===== config.mk =====
export PLATFORM = sky130hd
export DESIGN_NAME = pe_mac_engine
export DESIGN_NICKNAME = d
export VERILOG_FILES = /design/src/rtl/pe_pkg.sv /design/src/rtl/pe_mac_datapath.sv /design/src/rtl/pe_mac_engine.sv
export SDC_FILE = /design/constraint.sdc
export NUM_CORES = 1
export LEC_CHECK = 0
export ABC_AREA = 1
export CORE_MARGIN = 2
export CORE_UTILIZATION = 50
export DETAILED_ROUTE_END_ITERATION = 8
export PLACE_DENSITY_LB_ADDON = 0.25
export SLEW_MARGIN = 20
export SYNTH_ARGS = -nofsm -noshare
export SYNTH_HDL_FRONTEND = slang
export SYNTH_SLANG_ARGS = --single-unit

===== constraint.sdc =====
create_clock -name clk -period 6.5 [get_ports clk]
set_clock_uncertainty 0.2 [all_clocks]
set_input_delay 0.975 -clock clk [delete_from_list [all_inputs] [get_ports clk]]
set_output_delay 0.975 -clock clk [all_outputs]
set_load 0.02 [all_outputs]

===== src/rtl/pe_pkg.sv =====
// Shared definitions for the PE MAC engine: FSM state encoding and the
// default operand, address and partial-sum widths.
package pe_pkg;

    localparam int DEF_DATA_W = 8;
    localparam int DEF_ADDR_W = 4;
    localparam int DEF_ACC_W  = 20;

    typedef enum logic [2:0] {
        ST_IDLE  = 3'd0,
        ST_LOAD  = 3'd1,
        ST_RUN   = 3'd2,
        ST_DRAIN = 3'd3,
        ST_OUT   = 3'd4,
        ST_DONE  = 3'd5
    } pe_state_e;

endpackage


===== src/rtl/pe_mac_datapath.sv =====
// MAC datapath: signed multiplier, partial-sum accumulator and the optional
// saturating adder. Build option: define PE_MAC_SAT_EN to clamp every
// accumulate to the signed ACC_W range; otherwise the accumulate wraps.
// Scratchpad data arrives one cycle after the read, so the accumulate enable
// is the read enable delayed by one cycle.
module pe_mac_datapath
    import pe_pkg::*;
#(
    parameter int DATA_W = DEF_DATA_W,
    parameter int ACC_W  = DEF_ACC_W
) (
    input  logic                     clk,
    input  logic                     rst,
    input  logic                     load_i,
    input  logic [ACC_W-1:0]         psum_in_i,
    input  logic                     mac_en_i,
    input  logic [DATA_W-1:0]        ifmap_rdata_i,
    input  logic [DATA_W-1:0]        filt_rdata_i,
    output logic [ACC_W-1:0]         acc_o
);

    logic                     mac_vld_q;
    logic [ACC_W-1:0]         acc_q;
    logic [ACC_W-1:0]         acc_d;
    logic signed [2*DATA_W-1:0] ifmap_ext_s;
    logic signed [2*DATA_W-1:0] filt_ext_s;
    logic signed [2*DATA_W-1:0] prod_s;
    logic signed [ACC_W-1:0]    prod_ext_s;
    logic signed [ACC_W:0]      sum_s;

`ifdef PE_MAC_SAT_EN
    // Clamp an ACC_W+1 bit sum into the signed ACC_W range.
    function automatic logic [ACC_W-1:0] sat_acc(input logic [ACC_W:0] sum);
        logic [ACC_W-1:0] res;
        if (sum[ACC_W] != sum[ACC_W-1]) begin
            if (sum[ACC_W]) begin
                res = {1'b1, {(ACC_W-1){1'b0}}};
            end else begin
                res = {1'b0, {(ACC_W-1){1'b1}}};
            end
        end else begin
            res = sum[ACC_W-1:0];
        end
        return res;
    endfunction
`endif

    // Operands widened before multiplying so the product is exact.
    assign ifmap_ext_s = (2*DATA_W)'($signed(ifmap_rdata_i));
    assign filt_ext_s  = (2*DATA_W)'($signed(filt_rdata_i));
    assign prod_s      = ifmap_ext_s * filt_ext_s;
    assign prod_ext_s  = ACC_W'(prod_s);
    assign sum_s       = $signed({acc_q[ACC_W-1], acc_q}) + $signed({prod_ext_s[ACC_W-1], prod_ext_s});

    // Next accumulator value: wrapping or saturating add of the product.
    always_comb begin
        acc_d = acc_q;
`ifdef PE_MAC_SAT_EN
        acc_d = sat_acc(sum_s);
`else
        acc_d = sum_s[ACC_W-1:0];
`endif
    end

    // Track which cycle carries valid scratchpad data; reset drops an in-flight product.
    always_ff @(posedge clk) begin
        if (rst) begin
            mac_vld_q <= 1'b0;
        end else begin
            mac_vld_q <= mac_en_i;
        end
    end

    // Accumulator: seeded from psum_in on load, updated by each valid product.
    always_ff @(posedge clk) begin
        if (rst) begin
            acc_q <= '0;
        end else if (load_i) begin
            acc_q <= psum_in_i;
        end else if (mac_vld_q) begin
            acc_q <= acc_d;
        end else begin
            acc_q <= acc_q;
        end
    end

    assign acc_o = acc_q;

endmodule


===== src/rtl/pe_mac_engine.sv =====
// PE MAC engine top: sequences one convolution pass over N scratchpad taps,
// hands the accumulated partial sum downstream with valid/ready and pulses
// done back to the read controller. Build option PE_MAC_SAT_EN selects a
// saturating accumulate inside pe_mac_datapath.
module pe_mac_engine
    import pe_pkg::*;
#(
    parameter int DATA_W = DEF_DATA_W,
    parameter int ADDR_W = DEF_ADDR_W,
    parameter int ACC_W  = DEF_ACC_W
) (
    input  logic              clk,
    input  logic              rst,
    input  logic              start,
    input  logic [ADDR_W:0]   tap_cnt,
    input  logic [ACC_W-1:0]  psum_in,
    output logic              spad_ren,
    output logic [ADDR_W-1:0] spad_raddr,
    input  logic [DATA_W-1:0] ifmap_rdata,
    input  logic [DATA_W-1:0] filt_rdata,
    output logic [ACC_W-1:0]  psum_out,
    output logic              psum_valid,
    input  logic              psum_ready,
    output logic              done,
    output logic              busy
);

    pe_state_e         state_q;
    pe_state_e         state_d;
    // One bit wider than the address so N = 2^ADDR_W needs no wrap.
    logic [ADDR_W:0]   cnt_q;
    logic [ADDR_W:0]   cnt_d;
    logic [ADDR_W:0]   n_q;
    logic [ADDR_W:0]   n_d;
    logic [ADDR_W:0]   cnt_inc_s;

    assign cnt_inc_s = cnt_q + (ADDR_W+1)'(1);

    // Next-state, tap count and address counter logic.
    always_comb begin
        state_d = state_q;
        cnt_d   = cnt_q;
        n_d     = n_q;
        case (state_q)
            ST_IDLE: begin
                if (start) begin
                    state_d = ST_LOAD;
                end else begin
                    state_d = ST_IDLE;
                end
            end
            ST_LOAD: begin
                n_d   = tap_cnt;
                cnt_d = '0;
                if (tap_cnt != '0) begin
                    state_d = ST_RUN;
                end else begin
                    state_d = ST_OUT;
                end
            end
            ST_RUN: begin
                if (cnt_inc_s == n_q) begin
                    state_d = ST_DRAIN;
                    cnt_d   = '0;
                end else begin
                    cnt_d   = cnt_inc_s;
                end
            end
            ST_DRAIN: begin
                state_d = ST_OUT;
            end
            ST_OUT: begin
                if (psum_ready) begin
                    state_d = ST_DONE;
                end else begin
                    state_d = ST_OUT;
                end
            end
            ST_DONE: begin
                state_d = ST_IDLE;
            end
            default: begin
                state_d = ST_IDLE;
                cnt_d   = '0;
                n_d     = '0;
            end
        endcase
    end

    // FSM and counter registers with synchronous reset.
    always_ff @(posedge clk) begin
        if (rst) begin
            state_q <= ST_IDLE;
            cnt_q   <= '0;
            n_q     <= '0;
        end else begin
            state_q <= state_d;
            cnt_q   <= cnt_d;
            n_q     <= n_d;
        end
    end

    // Outputs decode straight from the state register, so they are glitch-free.
    assign spad_ren   = (state_q == ST_RUN);
    assign spad_raddr = (state_q == ST_RUN) ? cnt_q[ADDR_W-1:0] : '0;
    assign psum_valid = (state_q == ST_OUT);
    assign done       = (state_q == ST_DONE);
    assign busy       = (state_q != ST_IDLE);

    pe_mac_datapath #(
        .DATA_W (DATA_W),
        .ACC_W  (ACC_W)
    ) u_datapath (
        .clk           (clk),
        .rst           (rst),
        .load_i        (state_q == ST_LOAD),
        .psum_in_i     (psum_in),
        .mac_en_i      (spad_ren),
        .ifmap_rdata_i (ifmap_rdata),
        .filt_rdata_i  (filt_rdata),
        .acc_o         (psum_out)
    );

endmodule


==> qor.csv, run 1 <==
metric;value;unit
clock root buffer;clkbuf_8;
first-pass GRT wire length;22400;um
iteration-0 DRC count of the detailed router;247;
die width;108.9;um
fillers;994;
CP Buf/Inv Count;4;
sequential cell area;680.7;sq um
DRT antenna net count;0;
CP Cell Sequence;clkdlybuf4s50_1 > buf_4 > nand2_1 > inv_1 > fa_1 > fa_1 > fa_1 > fa_1 > ha_1 > ha_1 > nand2_1 > inv_1 > a21oi_1 > nand2_1 > nand2_1 > nand4_1 > nand3_1 > nand2_1 > a21oi_2;
CP Max Fanout;12;
Distinct cells, synth;34;
period utilization;90.39;%
post-synthesis sequential area ratio;12.36;%
Area Growth Syn to Fin;17.81;%
Mapped Area;0.005507;sq mm
Worst EP required;6.52;ns
RD Place Congestion;0.9252;
number of synthesized register bits;34;
clk slew on worst S/H paths;0.07;ns
Synth Instances;728;
synth top area cells;fa_1 32%, nand2_1 13%, dfxtp_1 12%;
Startpoint Class;primary input;
most frequent CP cell;nand2_1;
RSZ-0062 raised after global routing;false;
final count of hold timing violations;0;
synth warn;0;
H-tree lvl count;2;
CP Capture Type;flip-flop;
routed vias/inst;5.015;
Max Buffers Root-to-Sink;2;
Avg Inst Size Synth;7.564;sq um
delay-heaviest family, CP;adder cells;
Worst path slowest cell;fa_1;
Nets;976;
GRT Total Usage;23.73;%
status;finished clean;
Syn Nets;908;
core area;0.01079;sq mm
final-report setup violation count;0;
die height;108.9;um
maxcap violations;0;
Worst Hold Class;reg -> reg;
largest net degree at the start of global routing;27;
layout cells sized above 1;5.395;%
Max Slew Vio Count;0;
routed via count;4699;
final core occ;60.11;%
Max stage delay on crit path;0.57;ns
num rows;38;
Setup CP Type;in -> reg;
WL/cell;13.70;um
Final TNS setup;0;ns
vias in the first global route;4872;
PD cells;567.7;mW/mm^2
Worst IR Drop VDD;412.0;uV
Slew HR;52.61;%
Post-CTS Setup Bufs;0;
CTS tree;built;
I/O Buffers;72;
CTS Hold Bufs;0;
actual slew at the worst max-slew pin;0.7034;ns
drt total wl;12830;um
I/O pins;73;
cts bufs inserted;5;
area of the multi-input gates;0.004028;sq mm
post-DP HPWL;10860;um
CP arrival;5.89;ns
ANT cells;0;
fmax;170.2;MHz
grt ovf;0;
final worst path period need;5.875;ns
initial antenna violation count;0;
die area;0.01187;sq mm
LEAKAGE;3.437;nW
CTS Sinks;34;
Pre-antenna DRT Iters;5;
Synth area leader;fa_1;
initial core utilization;51.02;%
number of gates resized after CTS;0;
Synth top area share;31.99;%
DRC;0;
Clock Latency Late Sink;0.28;ns
worst reg2reg max path, cell delays in order (launching register included):
cell and delay (ns):
dfxtp_1 0.38, inv_1 0.08, fa_1 0.53, inv_1 0.05
fa_1 0.50, inv_1 0.05, fa_1 0.48, inv_1 0.07
fa_1 0.43, fa_1 0.44, ha_1 0.39, a21oi_1 0.22
o21ai_2 0.12, nand2_1 0.07, nand2_1 0.08, nand2_1 0.11
nand2_1 0.06, nand2_1 0.05, nand3_1 0.06, nand2_1 0.08
a21oi_2 0.05
synth_stat cells:
cell type  number
clkbuf_1       18
buf_2           2
nand2_1       184
a21oi_1        31
o21bai_1        2
o21ai_0        18
nor3_4          1
a21oi_2         3
buf_6           2
ha_1           47
nor2_2          1
nand4_1         3
fa_1           88
inv_2           2
o21a_1          1
inv_8           1
dfxtp_1        34
nor2_1         31
o211ai_1        1
buf_4           2
nand3b_1        1
nor2_8          1
or2_2           6
nand3_1        40
buf_8           1
clkinv_1        4
a31oi_1        14
nand2_8         1
inv_1         169
xnor2_1         3
o21ai_2         4
xor2_1          7
nand4_2         1
nor3_1          4
layout make-up:
cell class | count | share of cell area [%]
inverters | 176 | 10.30
well taps | 140 | 2.700
flip-flops and latches | 34 | 10.49
multi-input cells | 493 | 62.08
repair buffers | 86 | 12.73
clock buffers | 8 | 1.697
registers in the layout, summed over array words and instances, names as in the netlist:
register / count
u_datapath.mac_vld_q: 1
state_q: 3
u_datapath.acc_o: 20
n_q: 5
cnt_q: 5
placed cells by master (no fill, tap or decap), types with 8 or more instances in the layout:
master / count
a21oi_1: 31
a31oi_1: 14
buf_4: 14
clkbuf_8: 8
clkdlybuf4s50_1: 72
dfxtp_1: 34
fa_1: 88
ha_1: 47
inv_1: 169
nand2_1: 184
nand3_1: 40
nor2_1: 31
o21ai_0: 18
routing by layer:
metal  global-route usage (%)  share of wire, %  vias to the layer above
met2                    41.93                49                      110
met5                        0                 0                        -
met4                    6.410               2.4                        0
li1                         -                 -                     2315
met1                    30.73                44                     2251
met3                    2.750               3.9                       23
final timing paths:
path                                    startpoint                                 to  slack, ns  cells after the start
setup / recovery                    ifmap_rdata[7]  u_datapath.acc_o[15]$_SDFFE_PP0P_       0.62                     19
hold / removal                 n_q[4]$_SDFFE_PP0N_                n_q[4]$_SDFFE_PP0N_       0.27                      2
setup reg to reg  u_datapath.acc_o[6]$_SDFFE_PP0P_  u_datapath.acc_o[18]$_SDFFE_PP0P_       1.89                     20
hold reg to reg                n_q[4]$_SDFFE_PP0N_                n_q[4]$_SDFFE_PP0N_       0.27                      2
cells by family after synthesis:
| kind of cell | after synthesis | share of synthesized area (%) |
|---|---|---|
| simple gates | 274 | 21.18 |
| fa+ha+maj | 135 | 42.67 |
| flops | 34 | 12.36 |
| xor+xnor | 10 | 1.591 |
| compound gates | 74 | 7.703 |
| buf+inv | 201 | 14.50 |
power by group:
part	total (W)	switching, W	leakage [nW]	internal [W]
logic	0.00316	0.00191	3.10	0.00125
registers	0.000330	0.0000697	0.278	0.000260
clock network	0.000189	0.0000816	0.0575	0.000107
through the flow:
stage	cell area (sq um)	cells	hold WS (ns)	power, W	setup slack, ns
global route	6487	937	0.2942	0.004206	0.2932
detailed placement	6377	929	0.2597	0.003487	0.3233
CTS	6487	937	0.2710	0.003702	0.6199
floorplan	5507	728	0.2409	0.002744	1.005
finish	6487	937	0.2680	0.003683	0.6248
global placement	6377	929	0.2538	0.003429	0.4171
Power figures use the tool's default switching activity.
==> run 2: changes to the inputs <==
--- a/config.mk
+++ b/config.mk
@@ -10,2 +10,3 @@
 export CORE_UTILIZATION = 50
+export CTS_BUF_LIST = sky130_fd_sc_hd__clkbuf_8
 export DETAILED_ROUTE_END_ITERATION = 8
==> constraint.sdc (replaced) <==
create_clock -name clk -period 6.5 [get_ports clk]
set_clock_uncertainty 0.2 [all_clocks]
set_input_delay 0.65 -clock clk [delete_from_list [all_inputs] [get_ports clk]]
set_output_delay 0.65 -clock clk [all_outputs]
set_load 0.02 [all_outputs]
==> run 2 against run 1 <==
Critical path depth fell by 3. Sequential cell count did not move. Clock power rose by 4%. Global-route usage rose by 0.30 points. First-iteration DRC count fell by 14%. Fmax rose by 4.1%. Combinational power barely moved. Design area fell by 0.71%. Routed wire length rose by 1.9%. Die area did not move.
==> qor.csv, run 2 (synthesis results as in run 1) <==
metric;value;unit;change
status;finished clean;;unchanged
period utilization;86.81;%;was 90.39%
vias in the first global route;4882;;was 4,872
die width;108.9;um;unchanged
combinational power share;85.8;%;was 85.9%
Post-CTS Setup Bufs;0;;unchanged
first-pass GRT wire length;22440;um;was 22,400 um
reg2reg end;u_datapath.acc_o[18]$_SDFFE_PP0P_;;unchanged
die height;108.9;um;unchanged
number of gates resized after CTS;0;;unchanged
Power Total;0.003707;W;was 0.003683 W
Nets;970;;was 976
fillers;1031;;was 994
core area;0.01079;sq mm;unchanged
cell depth of the worst min-delay path;2;;unchanged
Worst IR Drop VDD;364.0;uV;was 412.0 uV
Max Buffers Root-to-Sink;2;;unchanged
Slew HR;54.72;%;was 52.61%
CTS Hold Bufs;0;;unchanged
LEAKAGE;3.409;nW;was 3.437 nW
Final TNS setup;0;ns;unchanged
Area Growth Syn to Fin;16.97;%;was 17.81%
cts bufs inserted;5;;unchanged
critical path endpoint;u_datapath.acc_o[14]$_SDFFE_PP0P_;;was u_datapath.acc_o[15]$_SDFFE_PP0P_
actual slew at the worst max-slew pin;0.6784;ns;was 0.7034 ns
max reg flops;20;;unchanged
DRC;0;;unchanged
worst r2r path cells;20;;unchanged
I/O Buffers;72;;unchanged
grt ovf;0;;unchanged
internal power;0.001631;W;was 0.001621 W
H-tree lvl count;2;;unchanged
PD cells;575.5;mW/mm^2;was 567.7 mW/mm^2
Critical path origin;ifmap_rdata[7];;unchanged
Worst Hold Class;reg -> reg;;unchanged
switching share of total power;56.01;%;was 56.00%
post-DP HPWL;11180;um;was 10,860 um
clock root buffer;clkbuf_8;;unchanged
DRT antenna net count;0;;unchanged
routed vias/inst;4.974;;was 5.015
CTS tree;built;;unchanged
final worst path period need;5.642;ns;was 5.875 ns
Pre-antenna DRT Iters;5;;unchanged
num rows;38;;unchanged
CP Max Fanout;12;;unchanged
maxcap violations;0;;unchanged
clock network power share;5.3;%;was 5.1%
CP Capture Type;flip-flop;;unchanged
most frequent cells in the layout;184 x nand2_1, 169 x inv_1, 88 x fa_1;;unchanged
Max Slew Vio Count;0;;unchanged
fmax;177.2;MHz;was 170.2 MHz
R2R Setup Slk;1.89;ns;about the same
ANT cells;0;;unchanged
iteration-0 DRC count of the detailed router;213;;was 247
Psw;0.002076;W;was 0.002062 W
RSZ-0062 raised after global routing;false;;unchanged
Worst EP required;6.52;ns;about the same
initial antenna violation count;0;;unchanged
CP arrival;5.66;ns;was 5.89 ns
final-report setup violation count;0;;unchanged
largest net degree at the start of global routing;27;;unchanged
Startpoint Class;primary input;;unchanged
CTS Sinks;34;;unchanged
r2r startpoint;u_datapath.acc_o[6]$_SDFFE_PP0P_;;unchanged
layout cells sized above 1;4.678;%;was 5.395%
routed via count;4631;;was 4,699
initial core utilization;51.02;%;unchanged
RD Place Congestion;0.9275;;was 0.9252
WL/cell;14.05;um;was 13.70 um
die area;0.01187;sq mm;unchanged
Clock Latency Late Sink;0.29;ns;was 0.28 ns
Setup CP Type;in -> reg;;unchanged
Flop pwr share;8.8;%;was 9.0%
GRT Total Usage;24.04;%;was 23.73%
I/O pins;73;;unchanged
final count of hold timing violations;0;;unchanged
commonest non-fill, non-tap cell in the layout;nand2_1;;unchanged
drt total wl;13080;um;was 12,830 um
clk slew on worst S/H paths;0.07;ns;about the same
==> run 2: cell types whose count changed in the layout (fill, tap and decap cells not counted) <==
cell / before / now
buf_4: 14 / 8
bufinv_16: 0 / 1
clkbuf_8: 8 / 5
clkinv_2: 0 / 2
==> run 2: worst min path at each step <==
| stage | from | slack (ns) | endpoint |
|---|---|---|---|
| 2_1_floorplan | n_q[1]$_SDFFE_PP0N_ | 0.24 | n_q[1]$_SDFFE_PP0N_ |
| 3_3_place_gp | n_q[1]$_SDFFE_PP0N_ | 0.25 | n_q[1]$_SDFFE_PP0N_ |
| 3_5_place_dp | n_q[1]$_SDFFE_PP0N_ | 0.26 | n_q[1]$_SDFFE_PP0N_ |
| 4_1_cts | n_q[1]$_SDFFE_PP0N_ | 0.27 | n_q[1]$_SDFFE_PP0N_ |
| 5_1_grt | n_q[1]$_SDFFE_PP0N_ | 0.29 | n_q[1]$_SDFFE_PP0N_ |
| 6_report | n_q[4]$_SDFFE_PP0N_ | 0.27 | n_q[4]$_SDFFE_PP0N_ |
==> run 2: layer usage <==
metal	GRT usage [%]	vias to the layer above	wire length [um]
met4	3.755	0	138
met3	1.973	13	453
met5	0	-	0
li1	-	2310	-
met2	44.94	98	6699
met1	30.67	2210	5784
==> run 2: critical path: stages <==
cell and delay [ns]:
clkdlybuf4s50_1 0.60, nand2_1 0.14, inv_1 0.53, fa_1 0.56, fa_1 0.49, fa_1 0.51, fa_1 0.50, ha_1 0.31
ha_1 0.35, a21oi_1 0.28, o21ai_0 0.15, nand2_1 0.08, nand3_1 0.11, o21ai_0 0.20, o21bai_1 0.08, a21oi_1 0.11
==> run 2: final cells by class <==
type	count	area (sq um)	area share, %
sequential	34	680.7	10.57
clock inverter	3	40.04	0.6216
multi-input combinational	493	4028	62.53
tap	140	175.2	2.720
clock buffer	5	68.82	1.068
timing repair buffer	80	780.7	12.12
inverter	176	668.1	10.37
==> run 2: metrics by stage <==
stage | setup slack [ns] | hold WS, ns | area (sq um) | std cells | util [%]
3_5_place_dp | 0.5588 | 0.2595 | 6332 | 923 | 58.67
2_1_floorplan | 1.330 | 0.2409 | 5507 | 728 | -
4_1_cts | 0.8446 | 0.2733 | 6441 | 931 | 59.68
3_3_place_gp | 0.6581 | 0.2524 | 6332 | 923 | 58.67
5_1_grt | 0.4419 | 0.2857 | 6441 | 931 | 59.68
6_report | 0.8577 | 0.2724 | 6441 | 931 | 59.68
==> run 2: power by group through the flow <==
stage / Combinational (W) / Sequential, W / Clock (W)
after floorplan: 0.00238 / 0.000363 / 0
after global placement: 0.00310 / 0.000333 / 0
after detailed placement: 0.00319 / 0.000333 / 0
after CTS: 0.00321 / 0.000329 / 0.000199
after global routing: 0.00370 / 0.000336 / 0.000207
final: 0.00318 / 0.000328 / 0.000197
==> run 3: changes to the inputs <==
--- a/constraint.sdc
+++ b/constraint.sdc
@@ -4,2 +4,2 @@
 set_output_delay 0.65 -clock clk [all_outputs]
-set_load 0.02 [all_outputs]
+set_load 0.01 [all_outputs]
==> results of run 3 <==
The final DEF is identical to that of run 2. Status: finished clean.
Among the figures that moved: total power 0.003707 W -> 0.003672 W; worst IR drop on VDD 364.0 uV -> 361.5 uV
==> RTL change (config.mk and constraints of run 3) <==
Encoding of `pe_state_e`: now one-hot (6 bits for 6 states).
--- a/src/rtl/pe_pkg.sv
+++ b/src/rtl/pe_pkg.sv
@@ -8,9 +8,9 @@
 
-    typedef enum logic [2:0] {
-        ST_IDLE  = 3'd0,
-        ST_LOAD  = 3'd1,
-        ST_RUN   = 3'd2,
-        ST_DRAIN = 3'd3,
-        ST_OUT   = 3'd4,
-        ST_DONE  = 3'd5
+    typedef enum logic [5:0] {
+        ST_IDLE  = 6'b000001,
+        ST_LOAD  = 6'b000010,
+        ST_RUN   = 6'b000100,
+        ST_DRAIN = 6'b001000,
+        ST_OUT   = 6'b010000,
+        ST_DONE  = 6'b100000
     } pe_state_e;
Check against the original RTL: no difference found for any inputs over 10 cycles, from zero or initial values and one cycle with rst high; not proved beyond that.
==> RTL change against run 3 <==
Count of clock-buffer cells in the layout unchanged; sequential cell count up 3; worst setup slack lost 0.094 ns; area after synthesis is 2.5% higher; fmax fell by 1.6%; wire length rose by 0.43%; non-clock buffer count fell by 1; critical path depth grew 3; sequential power is 21% lower; first-iteration DRC count is 3.8% higher; final area up 2.5%; power fell by 32%; combinational power fell by 35%; largest power group unchanged.
==> RTL change: results (changes against run 3) <==
| Metric | Value |
|---|---|
| R2r setup slk | 1.74 ns (-0.15 ns) |
| Sequential fraction of the synthesis area | 13.12% (+0.76 points) |
| Placed insts | 937 (+1.5%) |
| Antenna violations before repair | 0 (unchanged) |
| Non-clock buffer share of cell area | 11.72% (-0.41 points) |
| Via/cell ratio | 5.008 (+0.69%) |
| Avg Inst Size Synth | 7.600 sq um (+0.47%) |
| Crit path to | u_datapath.acc_o[13] |
| Static Leakage | 3.478 nW (+2.0%) |
| Gp weighted congestion | 0.8847 (-4.6%) |
| Final instance area | 0.006600 sq mm (+2.5%) |
| Vias in the first global route | 4969 (+1.8%) |
| Fraction of area in multi-input gates | 62.50% (about the same) |
| Largest register FFs | 20 (unchanged) |
| Worst-Margin Slew | 0.7083 ns (+0.02991 ns) |
| Multi-input combinational cell count | 503 (+2.0%) |
| Placed instance area | 0.006485 sq mm (+2.4%) |
| Layout clock area frac | 1.744% (+0.054 points) |
| Met2 usage | 43.73% (-1.2 points) |
| M1 GR Usage | 30.02% (-0.65 points) |
| Final net count | 984 (+1.4%) |
| WL per Instance | 13.90 microns (-1.1%) |
| Status | completed |
| Dpl hpwl | 11250 microns (+0.65%) |
| Tcrit/Tclk final | 88.25% (+1.4 points) |
| Routed met2 length | 6834 microns (+2.0%) |
| R2R Path End | u_datapath.acc_o[14] |
| Distinct cells, synth | 47 (+38%) |
| Register Area | 740.7 sq um (+8.8%) |
| Met3 wire len | 442 microns (-2.4%) |
| Synth top cells by count | 173 x inv_1, 171 x nand2_1, 88 x fa_1 |
| Global Route Usage Sum | 23.67% (-0.37 points) |
| # fillers | 1021 (-0.97%) |
| Vias | 4733 (+2.2%) |
| Worst Path Arrival | 5.71 ns (+0.05 ns) |
| Area contributors post-synth | fa_1 31%, dfxtp_1 13%, inv_1 12% |
| Peak supply drop | 0.2373 mV (-34%) |
| Total CTS buffers | 5 (unchanged) |
| Flip-flop and latch count | 37 (+8.8%) |
| Met3 usage | 2.704% (+0.73 points) |
| Largest net degree at the start of global routing | 34 (+26%) |
| Layout cell share with drive strength beyond 1 | 5.217% (+0.54 points) |
| Repair and plain buffers | 79 (-1.3%) |
| Reg-to-Reg Start | u_datapath.acc_o[6] |
RTL change: report_power, final:
part           switching [mW]  internal, mW  total (mW)  leakage, nW
logic                    1.25         0.797        2.05         3.12
registers              0.0177         0.240       0.258        0.299
clock network          0.0916         0.115       0.207       0.0543
RTL change: worst min-delay path by stage:
| stage | start | to | slack, ns | cells past startpoint |
|---|---|---|---|---|
| finish | n_q[0] | n_q[0] | 0.28 | 2 |
| global route | n_q[1] | n_q[1] | 0.31 | 2 |
| CTS | n_q[1] | n_q[1] | 0.28 | 2 |
| detailed placement | n_q[1] | n_q[1] | 0.27 | 2 |
| global placement | n_q[1] | n_q[1] | 0.27 | 2 |
| floorplan | n_q[1] | n_q[1] | 0.25 | 2 |
RTL change: cells by family (layout without fill, tap and decap cells):
kind of cell,count (synthesis),in the layout,synth area share [%]
and+or+nand+nor,282,282,22.22
buffers and inverters,203,265,13.83
adders and majority gates,135,135,41.61
AOI/OAI and AO/OA,74,74,7.357
DFF,37,37,13.12
xor gates and xnor gates,12,12,1.861
